[src/rtl/cbrt_pkg.sv]
// Shared types and helpers for the iterative cube-root unit.
package cbrt_pkg;

    localparam int STEP_BITS = 3;

    typedef enum logic {
        IDLE = 1'b0,
        CALC = 1'b1
    } state_t;

    function automatic int cbrt_rw(input int width);
        return (width + 2) / 3;
    endfunction

endpackage

[src/rtl/cbrt_step.sv]
// One restoring cube-root iteration: tries root bit 1 against the current 3-bit group.
// Latency: combinational. Backpressure: none.
module cbrt_step #(
    parameter int PW = 9,
    parameter int RW = 3,
    parameter int SW = 4
) (
    input  logic [PW-1:0] x,
    input  logic [RW-1:0] y,
    input  logic [SW-1:0] s,
    output logic [PW-1:0] x_next,
    output logic [RW-1:0] y_next
);
    // Three spare bits keep the trial subtrahend and the compare free of overflow.
    localparam int BW = PW + 3;

    logic [BW-1:0] y2;
    logic [BW-1:0] t;
    logic [BW-1:0] b;
    logic          ge;

    always_comb begin
        y2     = BW'(y) << 1;
        t      = BW'(3) * y2 * (y2 + BW'(1)) + BW'(1);
        b      = t << s;
        ge     = {3'b000, x} >= b;
        x_next = ge ? (x - b[PW-1:0]) : x;
        y_next = RW'({y, ge});
    end

endmodule

[src/rtl/cbrt_iter.sv]
// Iterative unsigned floor cube root, one 3-bit operand group per clock (CBRT_REM_EN builds rem).
// Latency: busy for RW cycles after the accepting edge, then a one-cycle valid pulse.
// Backpressure: start is ignored while busy; no queueing.
module cbrt_iter
    import cbrt_pkg::*;
#(
    parameter int WIDTH = 8
) (
    input  logic                        clk,
    input  logic                        reset,
    input  logic                        start,
    input  logic [WIDTH-1:0]            a,
    output logic                        busy,
    output logic                        valid,
    output logic [cbrt_rw(WIDTH)-1:0]   root,
    output logic [WIDTH-1:0]            rem
);
    localparam int RW = cbrt_rw(WIDTH);
    localparam int PW = STEP_BITS * RW;
    localparam int SW = $clog2(PW + 1);

    state_t        state, state_nxt;
    logic [PW-1:0] x, x_nxt;
    logic [RW-1:0] y, y_nxt;
    logic [SW-1:0] s;
    logic          load, step_en, done;

    cbrt_step #(.PW(PW), .RW(RW), .SW(SW)) u_step (
        .x      (x),
        .y      (y),
        .s      (s),
        .x_next (x_nxt),
        .y_next (y_nxt)
    );

    always_comb begin
        state_nxt = state;
        load      = 1'b0;
        step_en   = 1'b0;
        done      = 1'b0;
        case (state)
            IDLE: begin
                if (start) begin
                    load      = 1'b1;
                    state_nxt = CALC;
                end
            end
            CALC: begin
                step_en = 1'b1;
                if (s == '0) begin
                    done      = 1'b1;
                    state_nxt = IDLE;
                end
            end
            default: state_nxt = IDLE;
        endcase
    end

    assign busy = (state == CALC);

    always_ff @(posedge clk or posedge reset) begin
        if (reset) begin
            state <= IDLE;
            valid <= 1'b0;
            x     <= '0;
            y     <= '0;
            s     <= '0;
            root  <= '0;
        end else begin
            state <= state_nxt;
            valid <= done;
            if (load) begin
                x <= PW'(a);
                y <= '0;
                s <= SW'(STEP_BITS * (RW - 1));
            end else if (step_en) begin
                x <= x_nxt;
                y <= y_nxt;
                s <= s - SW'(STEP_BITS);
            end
            if (done) begin
                root <= y_nxt;
            end
        end
    end

`ifdef CBRT_REM_EN
    // Final x is always below 3y^2+3y+1, so it fits the operand width.
    always_ff @(posedge clk or posedge reset) begin
        if (reset) begin
            rem <= '0;
        end else if (done) begin
            rem <= WIDTH'(x_nxt);
        end
    end
`else
    assign rem = '0;
`endif

endmodule
[config.mk]
export PLATFORM = sky130hd
export DESIGN_NAME = cbrt_iter
export DESIGN_NICKNAME = d
export VERILOG_FILES = /design/src/rtl/cbrt_pkg.sv /design/src/rtl/cbrt_step.sv /design/src/rtl/cbrt_iter.sv
export SDC_FILE = /design/constraint.sdc
export NUM_CORES = 1
export LEC_CHECK = 0
export CAP_MARGIN = 20
export CORE_UTILIZATION = 25
export DETAILED_ROUTE_END_ITERATION = 8
export MAX_ROUTING_LAYER = met4
export SYNTH_ARGS = -nofsm -noshare
export SYNTH_HDL_FRONTEND = slang
export SYNTH_SLANG_ARGS = --single-unit
[constraint.sdc]
create_clock -name clk -period 7.5 [get_ports clk]
set_clock_uncertainty 0.1 [all_clocks]
set_input_delay 0.75 -clock clk [delete_from_list [all_inputs] [get_ports clk]]
set_output_delay 0.75 -clock clk [all_outputs]
set_load 0.05 [all_outputs]
==> impl_metrics.env, run 1 <==
export IMPL_status="finished, final reports clean"
export IMPL_cpMostUsedCell="ha_1"
export IMPL_synth_cells=291
export IMPL_synth_avg_cell_area_um2=8.49
export IMPL_yosysWarnings=0
export IMPL_use_met3_pct=0.759
export IMPL_portBuffers=15
export IMPL_fp_dieH_um=101
export IMPL_post_cts_buffers=0
export IMPL_grtUsageMet2_pct=20.1
export IMPL_slew_headroom_pct=44.5
export IMPL_clk_pin_slew_ns=0.08
export IMPL_setup_tns_ns=0
export IMPL_final_layout_size_suffix_gt1_share_pct=7.02
export IMPL_ys_top_cells_by_count="ha_1, nand2_1, inv_1, nor2_1, dfrtp_1"
export IMPL_start_util_pct=26.2
export IMPL_drt_vias_per_instance=4.94
export IMPL_yosys_area_top_type="dfrtp_1"
export IMPL_yosysUniqueCellTypes=59
export IMPL_vias=2114
export IMPL_root_buffer="clkbuf_8"
export IMPL_maxCapViolCount=0
export IMPL_drt_initial_drc_count=145
export IMPL_ys_seq_area_share_pct=21.3
export IMPL_rows=35
export IMPL_cp_max_fo=13
export IMPL_pin_count=24
export IMPL_synth_top_area_share_pct=21.3
export IMPL_min_period_ns=6.53
export IMPL_cts_hold_buf=0
export IMPL_drcViolationCount=0
export IMPL_setup_slack_ns=0.972
export IMPL_grt_pass1_wl_um=9670
export IMPL_pre_cts_ws_ns=1.02
export IMPL_cts_tree="done"
export IMPL_hpwl_um=4340
export IMPL_area_growth_syn_to_layout_pct=11.4
export IMPL_die_w_um=101
export IMPL_critical_path_max_stage_delay_ns=0.57
export IMPL_setup_violations_final=0
export IMPL_timing_final_hold_violations=0
export IMPL_antenna_found_initial=0
export IMPL_ys_flop_type="dfrtp_1"
export IMPL_cp_arrival_ns=6.58
export IMPL_drtAntennaViolNets=0
export IMPL_ys_ff_latch=21
export IMPL_grt_use_total_pct=12.2
export IMPL_holdWs_ns=0.391
export IMPL_htreeDepth=1
export IMPL_cts_sinks=21
export IMPL_die_area_mm2=0.0103
export IMPL_n_antenna_cell=0
export IMPL_timing_fmax_mhz=153
export IMPL_holdCritPathClass="flop to flop"
export IMPL_wirelength_um=5460
export IMPL_busiest_layer="met2"
export IMPL_dr_pass1_iters=4
export IMPL_critPathSlowestCell="dfrtp_1"
export IMPL_nets=349
export IMPL_crit_path_end_kind="flop"
export IMPL_drt_wirelength_per_cell_um=12.8
export IMPL_slew_violations=0
export IMPL_rsz0062_at_grt="no"
export IMPL_grt_max_degree=22
export IMPL_grt_overflow=0
export IMPL_post_cts_resized=0
export IMPL_synthArstFlopShare_pct=100
export IMPL_ys_top_cells_by_area="dfrtp_1, ha_1, fa_1"
export IMPL_crit_path_cell_trace="ha_1 -> fa_1 -> inv_1 -> ha_1 -> inv_1 -> nand2_1 -> fa_1 -> inv_1 -> fa_1 -> ha_1 -> ha_1 -> xor2_1 -> mux2_2 -> and2_1 -> a211oi_1 -> a21oi_1 -> or2_2 -> ha_1 -> nand4_1 -> a21oi_1 -> o31ai_1 -> a21boi_2 -> a21oi_4 -> a221o_1"
export IMPL_syn_area_mm2=0.00247
export IMPL_finalCritPeriodShare_pct=87.0
export IMPL_synth_most_common_cell="ha_1"
export IMPL_critPathRequiredTime_ns=7.55
export IMPL_use_met1_pct=14.9
export IMPL_cts_buffer_depth=2
export IMPL_critPathLaunchType="flop"
export IMPL_synth_edf_count=0
export IMPL_clock_latency_ns=0.26
export IMPL_gp_congestion=0.859
export IMPL_grt_pass1_vias=2108
export IMPL_worst_pin_slew_ns=0.832
export IMPL_cts_buffers=3
export IMPL_core_area_mm2=0.00942
export IMPL_setup_worst_path_class="flop to flop"
worst max-delay path, delay by kind of cell (launching register included):
family	cells	cell delay (ns)
AOI/OAI and AO/OA	7	1.45
xor gates and xnor gates	1	0.21
adders and majority gates	8	2.88
buffers and inverters	3	0.21
DFF	1	0.57
muxes	1	0.30
and+or+nand+nor	4	0.66
routing by layer:
metal | wire (um) | vias to the layer above
met5 | 0 | -
met4 | 173 | 0
met3 | 155 | 14
met2 | 2580 | 51
met1 | 2560 | 1016
li1 | - | 1033
final cells by class:
class                           count  area, um^2
Sequential cell                    21         526
Clock buffer                        3        41.3
Tap cell                          129         161
Timing Repair Buffer               16         158
Fill cell                         984        6660
Inverter                           26        97.6
Clock inverter                      1        5.00
Multi-Input combinational cell    232        1760
registers in the layout, summed over array words and instances, names as in the netlist:
| name | flops |
|---|---|
| y | 3 |
| s | 4 |
| root | 3 |
| busy | 1 |
| valid | 1 |
| x | 9 |
final timing paths:
kind / startpoint / end / slack, ns / depth (start not counted)
max reg2reg: y[1] / x[6] / 0.97 / 24
max in group asynchronous: reset / x[1] / 5.94 / 2
min in group asynchronous: reset / x[0] / 0.85 / 2
max: y[1] / x[6] / 0.97 / 24
min reg2reg: root[1] / root[1] / 0.39 / 2
min: root[1] / root[1] / 0.39 / 2
stage by stage:
stage	utilization, %	cells	cell area (um^2)
after CTS	29.2	428	2750
after detailed placement	28.7	424	2710
after global placement	28.7	424	2710
after global routing	29.2	428	2750
after floorplan	-	298	2500
final	29.2	428	2750
logic make-up after synthesis:
group	Yosys count	synth area share, %
simple gates	99	20.5
compound gates	74	21.8
buf+inv	45	8.41
fa+ha+maj	38	21.7
flops	21	21.3
xor+xnor	7	2.48
mux	6	3.70
other cells	1	0.152
layout by cell type, fill, tap and decap left out, types with 3 or more instances in the layout:
| master | instances |
|---|---|
| nand2_1 | 26 |
| a21o_1 | 3 |
| dfrtp_1 | 21 |
| a221o_1 | 8 |
| fa_1 | 8 |
| xor2_1 | 4 |
| conb_1 | 8 |
| nor2b_1 | 5 |
| o31ai_1 | 3 |
| o21ai_0 | 17 |
| inv_1 | 24 |
| nand4_1 | 4 |
| nor3_1 | 3 |
| a21oi_1 | 15 |
| a211oi_1 | 6 |
| nand2b_1 | 8 |
| or2_2 | 4 |
| and2_1 | 8 |
| nor2_1 | 24 |
| clkdlybuf4s50_1 | 15 |
| ha_1 | 30 |
| and4_1 | 3 |
| o21ai_1 | 3 |
| xnor2_1 | 3 |
| nand3_1 | 3 |
| clkbuf_8 | 3 |
Power of run 1 is left out: the tool's default activity adds up to more than one toggle a clock period on the data nets, which glitch-free logic cannot reach.
==> inputs of run 2 (changes only) <==
--- a/config.mk
+++ b/config.mk
@@ -6,9 +6,11 @@
 export NUM_CORES = 1
 export LEC_CHECK = 0
 export CAP_MARGIN = 20
+export CORE_MARGIN = 2
 export CORE_UTILIZATION = 25
 export DETAILED_ROUTE_END_ITERATION = 8
 export MAX_ROUTING_LAYER = met4
+export SLEW_MARGIN = 20
 export SYNTH_ARGS = -nofsm -noshare
 export SYNTH_HDL_FRONTEND = slang
 export SYNTH_SLANG_ARGS = --single-unit
==> run 2 against run 1 <==
Effect of this change: final cell count up 0.93%; die area up 4.0%; sequential share of layout area about the same; count of clock-buffer cells in the layout unchanged; critical path depth unchanged; via count down 3.2%; worst setup slack better by 0.019 ns; fmax up 0.30%; hold slack worse by 0.0040 ns; register-to-register slack better by 0.02 ns; largest cell class unchanged.
==> impl_metrics.env, run 2 (same netlist as run 1, synthesis figures left out) <==
export IMPL_critPathSlowestCell="dfrtp_1"
export IMPL_drtAntennaViolNets=0
export IMPL_drt_initial_drc_count=96
export IMPL_dr_pass1_iters=4
export IMPL_nFillCells=1040
export IMPL_seq_area_um2=526
export IMPL_grt_pass1_wl_um=9430
export IMPL_hold_start="root[1]"
export IMPL_drt_vias_per_instance=4.74
export IMPL_hpwl_um=4300
export IMPL_drt_wirelength_per_cell_um=12.5
export IMPL_grt_max_degree=22
export IMPL_wirelength_um=5410
export IMPL_status="finished, final reports clean"
export IMPL_timing_final_hold_violations=0
export IMPL_grt_pass1_vias=2058
export IMPL_cpMostUsedCell="ha_1"
export IMPL_slew_headroom_pct=44.6
export IMPL_holdCritPathClass="flop to flop"
export IMPL_antenna_found_initial=0
export IMPL_setup_tns_ns=0
export IMPL_holdWs_ns=0.387
export IMPL_multi_input_area_mm2=0.00176
export IMPL_die_w_um=103
export IMPL_die_area_mm2=0.0107
export IMPL_area_growth_syn_to_layout_pct=11.6
export IMPL_crit_path_start="y[1]"
export IMPL_cts_hold_buf=0
export IMPL_clock_latency_ns=0.27
export IMPL_setup_worst_path_class="flop to flop"
export IMPL_cts_buffers=3
export IMPL_portBuffers=15
export IMPL_cts_sinks=21
export IMPL_crit_path_end_kind="flop"
export IMPL_root_buffer="clkbuf_8"
export IMPL_maxCapViolCount=0
export IMPL_clk_pin_slew_ns=0.09
export IMPL_worstReg2RegStart="y[1]"
export IMPL_fp_dieH_um=103
export IMPL_worst_pin_slew_ns=0.830
export IMPL_core_area_mm2=0.00968
export IMPL_top_register="x"
export IMPL_gp_congestion=0.843
export IMPL_post_cts_buffers=0
export IMPL_post_cts_resized=0
export IMPL_final_layout_size_suffix_gt1_share_pct=7.02
export IMPL_drcViolationCount=0
export IMPL_final_util_pct=28.5
export IMPL_mostFrequentLayoutCells="ha_1, nand2_1, inv_1, nor2_1, dfrtp_1"
export IMPL_pin_count=24
export IMPL_min_period_ns=6.51
export IMPL_cp_max_fo=13
export IMPL_cp_arrival_ns=6.57
export IMPL_grt_use_total_pct=11.2
export IMPL_vias=2047
export IMPL_rows=36
export IMPL_start_util_pct=25.5
export IMPL_timing_fmax_mhz=154
export IMPL_rsz0062_at_grt="no"
export IMPL_nets=349
export IMPL_final_common_cell="ha_1"
export IMPL_setup_violations_final=0
export IMPL_n_antenna_cell=0
export IMPL_reg_top3="x x9, s x4"
export IMPL_cts_buffer_depth=2
export IMPL_grt_overflow=0
export IMPL_largest_register_ffs=9
export IMPL_cts_tree="done"
export IMPL_htreeDepth=1
export IMPL_slew_violations=0
export IMPL_critPathRequiredTime_ns=7.56
export IMPL_critical_path_max_stage_delay_ns=0.57
export IMPL_critPathLaunchType="flop"
export IMPL_finalCritPeriodShare_pct=86.8
export IMPL_crit_path_cell_trace="ha_1 -> fa_1 -> inv_1 -> ha_1 -> inv_1 -> nand2_1 -> fa_1 -> inv_1 -> fa_1 -> ha_1 -> ha_1 -> xor2_1 -> mux2_2 -> and2_1 -> a211oi_1 -> a21oi_1 -> or2_2 -> ha_1 -> nand4_1 -> a21oi_1 -> o31ai_1 -> a21boi_2 -> and2_4 -> a221o_1"
run 2: cell counts in the layout (fill, tap and decap cells not counted):
Identical to the previous run, type by type.
run 2: final timing paths:
check | endpoint | cells past startpoint | slack (ns)
worst max register to register | x[7] | 24 | 0.99
max in group asynchronous | s[0] | 2 | 5.94
min in group asynchronous | x[6] | 2 | 0.84
worst min-delay path | root[1] | 2 | 0.39
worst max-delay path | x[7] | 24 | 0.99
worst min register to register | root[1] | 2 | 0.39
run 2: layout make-up:
| type | instances | area share (%) |
|---|---|---|
| inverter | 26 | 3.54 |
| clock inverter | 1 | 0.182 |
| sequential | 21 | 19.1 |
| timing repair buffer | 16 | 5.72 |
| tap | 133 | 6.04 |
| clock buffer | 3 | 1.50 |
| multi-input combinational | 232 | 64.0 |
run 2: worst max-delay path, delay by kind of cell, from the launching register on:
kind                     cells  cell delay, ns
AO/OA/AOI/OAI                6            1.26
XOR/XNOR                     1            0.21
adder cells (fa/ha/maj)      8            2.87
buffers and inverters        3            0.19
flip-flops                   1            0.57
multiplexers                 1            0.30
AND/OR/NAND/NOR              5            0.87
run 2: per-stage QoR:
stage	setup WS (ns)	instance area [um^2]	std cells
6_report	0.991	2760	432
2_1_floorplan	1.52	2500	298
3_5_place_dp	1.01	2710	428
5_1_grt	0.608	2760	432
4_1_cts	0.992	2760	432
3_3_place_gp	1.19	2710	428
run 2: routing by layer:
layer	GRT usage, %	routed length (um)	up-vias
li1	-	-	1023
met1	13.7	2530	992
met2	19.8	2660	26
met3	1.55	176	6
met4	2.13	42	0
met5	-	0	-
Power of run 2 is left out for the same reason.
==> inputs of run 3 (changes only) <==
--- a/config.mk
+++ b/config.mk
@@ -7,9 +7,10 @@
 export LEC_CHECK = 0
 export CAP_MARGIN = 20
 export CORE_MARGIN = 2
-export CORE_UTILIZATION = 25
+export CORE_UTILIZATION = 55
 export DETAILED_ROUTE_END_ITERATION = 8
 export MAX_ROUTING_LAYER = met4
+export PLACE_DENSITY = 0.77
 export SLEW_MARGIN = 20
 export SYNTH_ARGS = -nofsm -noshare
 export SYNTH_HDL_FRONTEND = slang
==> constraint.sdc (replaced) <==
create_clock -name clk -period 8 [get_ports clk]
set_clock_uncertainty 0.1 [all_clocks]
set_input_delay 0.8 -clock clk [delete_from_list [all_inputs] [get_ports clk]]
set_output_delay 0.8 -clock clk [all_outputs]
set_load 0.05 [all_outputs]
==> run 3 against run 2 <==
Effect of this change: register-to-register slack improved by 0.31 ns; sequential share of layout area increased by 0.78 points; critical path depth unchanged; routed wire length decreased by 4.8%; via count increased by 1.8%; non-clock buffer count decreased by 1; utilization increased by 32 points; count of clock-buffer cells in the layout unchanged; sequential cell count unchanged; final cell count decreased by 19%; final area decreased by 3.9%; global-route usage increased by 12 points; critical path type unchanged.
==> impl_metrics.env, run 3 (same netlist as run 1, synthesis figures left out) <==
export IMPL_status="finished, final reports clean"
export IMPL_slew_headroom_pct=47.2
export IMPL_grt_use_total_pct=22.7
export IMPL_setup_tns_ns=0
export IMPL_grt_overflow=0
export IMPL_worst_pin_slew_ns=0.792
export IMPL_finalCritPeriodShare_pct=83.7
export IMPL_cts_hold_buf=0
export IMPL_drt_vias_per_instance=5.95
export IMPL_vias=2083
export IMPL_wirelength_um=5150
export IMPL_post_cts_buffers=0
export IMPL_n_antenna_cell=0
export IMPL_root_buffer="clkbuf_8"
export IMPL_slew_violations=0
export IMPL_final_common_cell="ha_1"
export IMPL_grt_max_degree=22
export IMPL_drtAntennaViolNets=0
export IMPL_area_growth_syn_to_layout_pct=7.19
export IMPL_holdWs_ns=0.381
export IMPL_cp_arrival_ns=6.75
export IMPL_final_util_pct=60.8
export IMPL_drcViolationCount=0
export IMPL_gp_congestion=0.867
export IMPL_grt_pass1_wl_um=9040
export IMPL_clock_latency_ns=0.27
export IMPL_core_area_mm2=0.00435
export IMPL_clk_pin_slew_ns=0.08
export IMPL_timing_fmax_mhz=149
export IMPL_drt_wirelength_per_cell_um=14.7
export IMPL_cts_tree="done"
export IMPL_nets=348
export IMPL_stdcell_area_mm2=0.00265
export IMPL_cts_sinks=21
export IMPL_post_cts_resized=0
export IMPL_critPathRequiredTime_ns=8.06
export IMPL_min_period_ns=6.69
export IMPL_rows=24
export IMPL_dpl_cell_area_mm2=0.00260
export IMPL_cts_buffer_depth=2
export IMPL_hpwl_um=4010
export IMPL_setup_violations_final=0
export IMPL_mostFrequentLayoutCells="ha_1, nand2_1, inv_1, nor2_1, dfrtp_1"
export IMPL_htreeDepth=1
export IMPL_holdCritPathClass="flop to flop"
export IMPL_dr_pass1_iters=5
export IMPL_start_util_pct=56.7
export IMPL_portBuffers=15
export IMPL_final_layout_size_suffix_gt1_share_pct=6.71
export IMPL_fp_dieH_um=71.0
export IMPL_rsz0062_at_grt="no"
export IMPL_reg_top3="x x9, s x4"
export IMPL_crit_path_end_kind="flop"
export IMPL_timing_final_hold_violations=0
export IMPL_critPathLaunchType="flop"
export IMPL_setup_worst_path_class="flop to flop"
export IMPL_maxCapViolCount=0
export IMPL_top_register="x"
export IMPL_pin_count=24
export IMPL_die_area_mm2=0.00504
export IMPL_die_w_um=71.0
export IMPL_cp_max_fo=16
export IMPL_grt_pass1_vias=1962
export IMPL_drt_initial_drc_count=172
export IMPL_cts_buffers=3
export IMPL_antenna_found_initial=0
export IMPL_largest_register_ffs=9
-- run 3: cell count changes in the layout (fill, tap and decap cells not counted), sizes merged --
cell | previous run | this run
buf | 1 | 0
-- run 3: final cells by class --
cell class	count	area, um^2
sequential	21	526
inverter	26	97.6
tap	52	65.1
clock buffer	3	41.3
clock inverter	1	5.00
multi-input combinational	232	1760
timing repair buffer	15	150
fill	384	1710
-- run 3: per-stage QoR --
step / worst slack [ns] / instances
2_1_floorplan: 2.02 / 298
3_3_place_gp: 1.56 / 346
3_5_place_dp: 1.38 / 346
4_1_cts: 1.38 / 350
5_1_grt: 0.781 / 350
6_report: 1.31 / 350
-- run 3: critical path, stage by stage, from the launching register on --
cell      delay (ns)
dfrtp_1         0.61
ha_1            0.36
fa_1            0.36
inv_1           0.06
ha_1            0.22
inv_1           0.08
nand2_1         0.07
fa_1            0.51
inv_1           0.05
fa_1            0.45
ha_1            0.30
ha_1            0.37
and4_1          0.21
nor4_1          0.28
a221oi_1        0.14
a211oi_1        0.30
a21oi_1         0.06
or2_2           0.29
ha_1            0.34
o21ai_0         0.19
a21oi_1         0.07
o31ai_1         0.40
a21boi_2        0.21
and2_4          0.23
a221o_1         0.31
-- run 3: worst paths after layout --
check,start,endpoint,slack (ns),cells after the start
max in group asynchronous,reset,x[8],6.43,2
min in group asynchronous,reset,valid,0.88,2
hold reg to reg,root[2],root[2],0.38,2
hold / removal,root[2],root[2],0.38,2
setup / recovery,y[0],x[5],1.31,24
setup reg to reg,y[0],x[5],1.31,24
-- run 3: routing by layer --
metal	wire length, um	up-vias	track usage [%]
met5	0	-	-
met4	55	0	6.50
met3	209	4	1.57
met2	2510	50	37.1
met1	2380	999	30.6
li1	-	1030	-
Power of run 3 is left out for the same reason.
